`config.mk`:
```
export PLATFORM = sky130hd
export DESIGN_NAME = fetch_queue_unit
export DESIGN_NICKNAME = d
export VERILOG_FILES = /design/src/rtl/fetch_queue_unit.sv
export SDC_FILE = /design/constraint.sdc
export NUM_CORES = 1
export LEC_CHECK = 0
export BUFFER_PORTS_ARGS = -buffer_cell sky130_fd_sc_hd__clkbuf_2
export CORE_MARGIN = 10
export CORE_UTILIZATION = 50
export DETAILED_ROUTE_END_ITERATION = 16
export PLACE_DENSITY = 0.71
export SLEW_MARGIN = 20
export SYNTH_ARGS = -nofsm -noshare
export SYNTH_HDL_FRONTEND = slang
export SYNTH_SLANG_ARGS = --single-unit
```
`constraint.sdc`:
```
create_clock -name clk -period 7.1 [get_ports clk]
set_input_delay 0.355 -clock clk [delete_from_list [all_inputs] [get_ports clk]]
set_output_delay 0.355 -clock clk [all_outputs]
set_load 0.01 [all_outputs]
```
`src/rtl/fetch_queue_unit.sv`:
```
// Fetch stage with an integrated DEPTH-entry prefetch queue between the
// combinational instruction memory and decode.
module fetch_queue_unit #(
   parameter int                ADDR_W   = 6,
   parameter int                DATA_W   = 32,
   parameter int                DEPTH    = 4,
   parameter logic [ADDR_W-1:0] RESET_PC = '0
) (
   input  logic                     clk,
   input  logic                     rst,
   input  logic                     fetch_en,
   output logic [ADDR_W-1:0]        imem_addr,
   input  logic [DATA_W-1:0]        imem_data,
   input  logic                     redirect_valid,
   input  logic [ADDR_W-1:0]        redirect_pc,
   input  logic                     deq_ready,
   output logic                     deq_valid,
   output logic [DATA_W-1:0]        deq_inst,
   output logic [ADDR_W-1:0]        deq_pc,
   output logic [$clog2(DEPTH):0]   count
);

   localparam int               PTR_W    = $clog2(DEPTH);
   localparam logic [PTR_W-1:0] PTR_ONE  = PTR_W'(1);
   localparam logic [PTR_W:0]   CNT_ONE  = (PTR_W+1)'(1);
   localparam logic [PTR_W:0]   CNT_FULL = (PTR_W+1)'(DEPTH);
   localparam logic [ADDR_W-1:0] PC_ONE  = ADDR_W'(1);

   logic [ADDR_W-1:0] fetch_pc;
   logic [PTR_W-1:0]  wr_ptr;
   logic [PTR_W-1:0]  rd_ptr;
   logic [ADDR_W-1:0] mem_pc   [DEPTH];
   logic [DATA_W-1:0] mem_inst [DEPTH];

   logic full;
   logic deq_fire;
   logic enq_fire;

   // Handshake: an entry transfers to decode on every rising edge where
   // deq_valid and deq_ready are both high; deq_valid depends only on
   // registered state, so decode may derive deq_ready from deq_* freely.
   assign deq_valid = (count != '0);
   assign deq_fire  = deq_valid & deq_ready;
   assign full      = (count == CNT_FULL);
   assign enq_fire  = fetch_en & ~redirect_valid & (~full | deq_fire);

   assign imem_addr = fetch_pc;
   assign deq_inst  = deq_valid ? mem_inst[rd_ptr] : '0;
   assign deq_pc    = deq_valid ? mem_pc[rd_ptr]   : '0;

   always_ff @(posedge clk or posedge rst) begin
      if (rst) begin
         fetch_pc <= RESET_PC;
         wr_ptr   <= '0;
         rd_ptr   <= '0;
         count    <= '0;
      end else if (redirect_valid) begin
         fetch_pc <= redirect_pc;
         wr_ptr   <= '0;
         rd_ptr   <= '0;
         count    <= '0;
      end else begin
         if (enq_fire) begin
            wr_ptr   <= wr_ptr + PTR_ONE;
            fetch_pc <= fetch_pc + PC_ONE;
         end
         if (deq_fire) begin
            rd_ptr <= rd_ptr + PTR_ONE;
         end
         case ({enq_fire, deq_fire})
            2'b10:   count <= count + CNT_ONE;
            2'b01:   count <= count - CNT_ONE;
            default: count <= count;
         endcase
      end
   end

   // Storage carries no reset; validity is tracked entirely by count.
   always_ff @(posedge clk) begin
      if (enq_fire) begin
         mem_pc[wr_ptr]   <= fetch_pc;
         mem_inst[wr_ptr] <= imem_data;
      end
   end

endmodule
```
==> results of run 1 <==
## cells in the final DEF, fill, tap and decap left out, types with 3 or more instances in the layout
master	n
ha_1	5
nand3_1	6
edfxtp_1	152
o21ai_0	6
and3_2	4
a31oi_1	4
mux4_2	38
xor2_1	4
clkinv_1	4
clkbuf_2	90
a21oi_1	3
dfrtp_1	11
clkinv_2	5
or3_1	3
nor2_1	8
inv_1	5
clkbuf_16	17
and2_1	38
nand2_1	10
## flip-flops by register name, summed over array words and instances (netlist names)
register,flops
mem_inst,128
mem_pc,24
imem_addr,6
count,3
rd_ptr,2
wr_ptr,2
## worst paths after layout
kind                                     start      endpoint  cells after the start
worst max-delay path                 rd_ptr[0]  deq_inst[22]                      4
worst min-delay path            redirect_pc[2]  imem_addr[2]                      3
worst max register to register        count[1]      count[2]                      9
worst min register to register       wr_ptr[0]     wr_ptr[0]                      1
max in group asynchronous                  rst     rd_ptr[0]                      3
min in group asynchronous                  rst     rd_ptr[1]                      3
## metrics by stage
step	utilization	setup WS, ps	area (um^2)	hold WS [ps]
after floorplan	-	4802	6561	232.0
after global routing	0.6076	4018	7730	138.6
after global placement	0.5637	4620	7172	399.0
after CTS	0.6076	4139	7730	123.4
final	0.6076	4229	7730	146.0
after detailed placement	0.5637	4580	7172	398.1
## final cells by class
cell class,count,area [um^2]
Clock buffer,19,432.9
Clock inverter,13,115.1
Fill cell,952,4992
Inverter,5,18.77
Multi-Input combinational cell,150,1580
Sequential cell,165,4892
Tap cell,172,215.2
Timing Repair Buffer,93,475.5
## worst max-delay path, stage by stage (launching register included)
cell	delay, ps
dfrtp_2	640
buf_4	560
mux4_2	590
and2_1	170
clkbuf_2	120
## logic make-up after synthesis
group                      synth area share
and+or+nand+nor                     0.06808
buffers and inverters               0.01468
xor gates and xnor gates           0.008009
AOI/OAI and AO/OA                   0.02098
adders and majority gates           0.01259
DFF                                  0.7452
muxes                                0.1304
## repair_timing
action | CTS | global route
endpoints found under the hold margin | 13 | 0
setup buffers | 0 | 0
hold buffers | 1 | 0
## power by group through the flow
stage	clock [mW]	combinational [mW]	sequential (mW)
floorplan	0	0.196	1.14
global route	0.909	0.323	1.14
detailed placement	0	0.299	1.15
finish	0.851	0.289	1.13
CTS	0.870	0.300	1.13
global placement	0	0.293	1.15
## layer usage
metal,vias to the layer above,global-route usage,part of all wire
met1,1735,0.1779,0.44
met5,-,0,0
met2,100,0.2227,0.50
li1,1526,-,-
met4,0,0.05381,0.0077
met3,9,0.05045,0.061
==> results.sh, run 1 <==
export IMPL_grt_pass1_wl_um=19600
export IMPL_yosysTopAreaCell="edfxtp_1"
export IMPL_powerDensity_mw_per_mm2=294.2
export IMPL_syn_area_per_cell_um2=19.41
export IMPL_ys_flop_type="edfxtp_1"
export IMPL_netlist_area_leader_share=0.6957
export IMPL_ys_ff_latch=165
export IMPL_finClkSkew_ps=9.390
export IMPL_syn_to_final_growth_pct=17.81
export IMPL_coreArea_mm2=0.01272
export IMPL_wl_um=12360
export IMPL_netlist_area_mm2=0.006561
export IMPL_grt_pass1_vias=3624
export IMPL_synth_nets=387
export IMPL_cts_root_buf="clkbuf_16"
export IMPL_antenna_found_initial=0
export IMPL_cap_violations=0
export IMPL_fin_nets=481
export IMPL_die_h_um=134.6
export IMPL_yosysWarnings=0
export IMPL_switchingPower_mw=0.5251
export IMPL_vias=3370
export IMPL_end_kind="output port"
export IMPL_post_cts_resize_count=0
export IMPL_cts_inserted_buffers=17
export IMPL_worst_ep_required_time_ps=6740
export IMPL_dp_cells=584
export IMPL_internal_power_mw=1.749
export IMPL_drtAntennaViolNets=0
export IMPL_timing_reg2reg_setup_slack_ps=4630
export IMPL_grtUsageTotal=0.1421
export IMPL_worstPathArrival_ps=2520
export IMPL_hold_class="in -> reg"
export IMPL_status="finished, final reports clean"
export IMPL_p_seq_frac=0.498
export IMPL_die_w_um=134.6
export IMPL_netSwitchingFraction=0.2309
export IMPL_synthCells=338
export IMPL_initial_utilization=0.5157
export IMPL_yosysMostFrequentCell="edfxtp_1"
export IMPL_totalPowerFinal_mw=2.274
export IMPL_final_hold_viol_count=0
export IMPL_synth_top_cells_by_count="edfxtp_1, and2_1, mux4_2, dfrtp_1, clkbuf_1"
export IMPL_cts_num_sinks=165
export IMPL_grt_max_degree=42
export IMPL_ys_seq_area_frac=0.7452
export IMPL_fmaxAchievable_mhz=348.3
export IMPL_cts_tree="built"
export IMPL_worstPathMaxFanout=28
export IMPL_viasPerCell=5.462
export IMPL_tightest_slew_ps=1048
export IMPL_ys_async_sr_fraction=0.07879
export IMPL_wl_per_cell_um=20.04
export IMPL_combPwrFrac=0.127
export IMPL_clk_latency_ps=420
export IMPL_rsz0062_at_grt="no"
export IMPL_place_gp_congestion=0.7679
export IMPL_leakage_nw=2.734
export IMPL_ios=91
export IMPL_max_slew_margin=0.3011
export IMPL_min_period_ps=2871
export IMPL_synth_edf_count=152
export IMPL_first_pass_iters=5
export IMPL_path_clk_slew_ps=60
export IMPL_peakVddDrop_mv=0.1781
export IMPL_dieArea_mm2=0.01811
export IMPL_slew_violations=0
export IMPL_grt_overflow_total=0
export IMPL_finalCritPeriodShare=0.4044
export IMPL_final_layout_size_suffix_gt1_frac=0.3730
export IMPL_clock_path_buffers=2
export IMPL_finalSetupViolCount=0
export IMPL_port_buffers=90
export IMPL_diodes=0
export IMPL_htreeDepth=4
export IMPL_drc=0
export IMPL_fin_setup_tns_ps=0
export IMPL_start_kind="register"
export IMPL_rows=41
export IMPL_hpwl_um=7490
export IMPL_dr_first_iter_drc_count=236
export IMPL_instances_no_fill=617
export IMPL_timing_worst_setup_path_type="reg -> out"
export IMPL_yosysUniqueCellTypes=34
export IMPL_power_frac_clock=0.374
export IMPL_ys_top_cells_by_area="edfxtp_1, mux4_2, dfrtp_1"
Power figures use the tool's default switching activity.
==> inputs of run 2 (changes only) <==
Settings changed: PLACE_DENSITY 0.71 to 0.74.
Clock period 7.1 ns to 2.5 ns, I/O delays scaled along.
==> results.sh, run 2 (synthesis results as in run 1) <==
export IMPL_port_buffers=90
export IMPL_cap_violations=0
export IMPL_final_hold_viol_count=0
export IMPL_switchingPower_mw=1.506
export IMPL_path_cells="buf_12 > mux4_2 > and2_1 > clkbuf_2"
export IMPL_top_register="mem_inst"
export IMPL_htreeDepth=4
export IMPL_hpwl_um=7765
export IMPL_finalCritPeriodShare=0.9098
export IMPL_pre_cts_ws_ps=299.5
export IMPL_timing_reg2reg_setup_slack_ps=280
export IMPL_powerDensity_mw_per_mm2=794.8
export IMPL_reg2reg_from="count[1]"
export IMPL_cts_inserted_buffers=17
export IMPL_path_depth=4
export IMPL_max_slew_margin=0.6343
export IMPL_wl_per_cell_um=19.64
export IMPL_first_pass_iters=4
export IMPL_dieArea_mm2=0.01811
export IMPL_viasPerCell=5.354
export IMPL_status="finished, final reports clean"
export IMPL_largest_reg_flops=128
export IMPL_start_kind="register"
export IMPL_cts_tree="built"
export IMPL_initial_utilization=0.5157
export IMPL_worst_ep_required_time_ps=2380
export IMPL_cp_endpoint="deq_inst[21]"
export IMPL_dr_first_iter_drc_count=203
export IMPL_cp_top_family="flip-flops"
export IMPL_hold_class="in -> reg"
export IMPL_grt_max_degree=41
export IMPL_cts_num_sinks=165
export IMPL_min_period_ps=2275
export IMPL_cp_slowest_cell="dfrtp_2"
export IMPL_slew_violations=0
export IMPL_antenna_found_initial=1
export IMPL_tightest_slew_ps=548.0
export IMPL_final_cell_mix="edfxtp_1, clkbuf_2, dlygate4sd3_1, mux4_2, and2_1"
export IMPL_startpoint="rd_ptr[0]"
export IMPL_setup_ws_ps=225.5
export IMPL_worstPathArrival_ps=2150
export IMPL_netSwitchingFraction=0.2303
export IMPL_grt_pass1_wl_um=20980
export IMPL_power_frac_clock=0.369
export IMPL_clk_latency_ps=420
export IMPL_cts_root_buf="clkbuf_16"
export IMPL_worstPathMaxFanout=33
export IMPL_final_layout_size_suffix_gt1_frac=0.3504
export IMPL_totalPowerFinal_mw=6.539
export IMPL_instances_no_fill=661
export IMPL_worst_path_buf_inv=2
export IMPL_die_h_um=134.6
export IMPL_timing_worst_setup_path_type="reg -> out"
export IMPL_peakVddDrop_mv=0.4161
export IMPL_wl_um=12980
export IMPL_grtUsageTotal=0.1509
export IMPL_clock_path_buffers=2
export IMPL_finalSetupViolCount=0
export IMPL_die_w_um=134.6
export IMPL_fin_setup_tns_ps=0
export IMPL_leakage_nw=2.932
export IMPL_worstHoldStart="redirect_valid"
export IMPL_final_common_cell="edfxtp_1"
export IMPL_dp_cells=589
export IMPL_drtAntennaViolNets=0
export IMPL_p_seq_frac=0.490
export IMPL_slowest_delay_ps=540
export IMPL_place_gp_congestion=0.7844
export IMPL_syn_to_final_growth_pct=25.40
export IMPL_fill_cells=917
export IMPL_coreArea_mm2=0.01272
export IMPL_drc=0
export IMPL_finClkSkew_ps=7.038
export IMPL_vias=3539
export IMPL_combPwrFrac=0.141
export IMPL_internal_power_mw=5.033
export IMPL_end_kind="output port"
export IMPL_timing_hold_ws_ps=122.2
export IMPL_fmaxAchievable_mhz=439.6
export IMPL_fin_nets=524
export IMPL_rows=41
export IMPL_rsz0062_at_grt="no"
export IMPL_path_clk_slew_ps=60
export IMPL_grt_overflow_total=0
export IMPL_ios=91
export IMPL_grt_pass1_vias=3948
export IMPL_r2r_cells=8
export IMPL_rr_endpoint="count[2]"
-- run 2: power groups by stage --
stage	Clock, mW	Sequential [mW]	Combinational (mW)
after CTS	2.46	3.20	0.948
after global routing	2.56	3.22	1.02
after global placement	0	3.25	0.882
final	2.41	3.20	0.922
after detailed placement	0	3.26	0.894
after floorplan	0	3.23	0.557
-- run 2: routing by layer --
| layer | part of all wire | vias up | global-route usage |
|---|---|---|---|
| li1 | - | 1613 | - |
| met1 | 0.42 | 1806 | 0.1828 |
| met2 | 0.51 | 109 | 0.2485 |
| met3 | 0.055 | 11 | 0.04191 |
| met4 | 0.012 | 0 | 0.06590 |
| met5 | 0 | - | 0 |
-- run 2: how the worst min path moves through the flow --
stage                   end  slack, ps  cells past startpoint
4_1_cts            count[2]        100                      2
3_3_place_gp   imem_addr[5]        160                      2
2_1_floorplan      count[0]          2                      1
5_1_grt            count[2]        140                      2
3_5_place_dp       count[0]        170                      2
6_report           count[2]        120                      2
-- run 2: timing repair --
action,CTS,global route
buffers inserted,0,0
resized for setup,0,0
hold endpoints to repair,147,0
hold buffers,39,0
-- run 2: area by class of cell --
type                       instances  area [um^2]  share of cell area
sequential                       165         4892              0.5946
multi-input combinational        150         1580              0.1921
timing repair buffer             136        968.4              0.1177
clock buffer                      21        440.4             0.05353
tap                              172        215.2             0.02616
clock inverter                    11        110.1             0.01338
inverter                           5        18.77            0.002281
antenna                            1        2.502           0.0003041
-- run 2: per-stage QoR --
step	utilization	area (um^2)
3_3_place_gp	0.5726	7284
6_report	0.6467	8228
3_5_place_dp	0.5726	7284
4_1_cts	0.6465	8225
2_1_floorplan	-	6561
5_1_grt	0.6467	8228
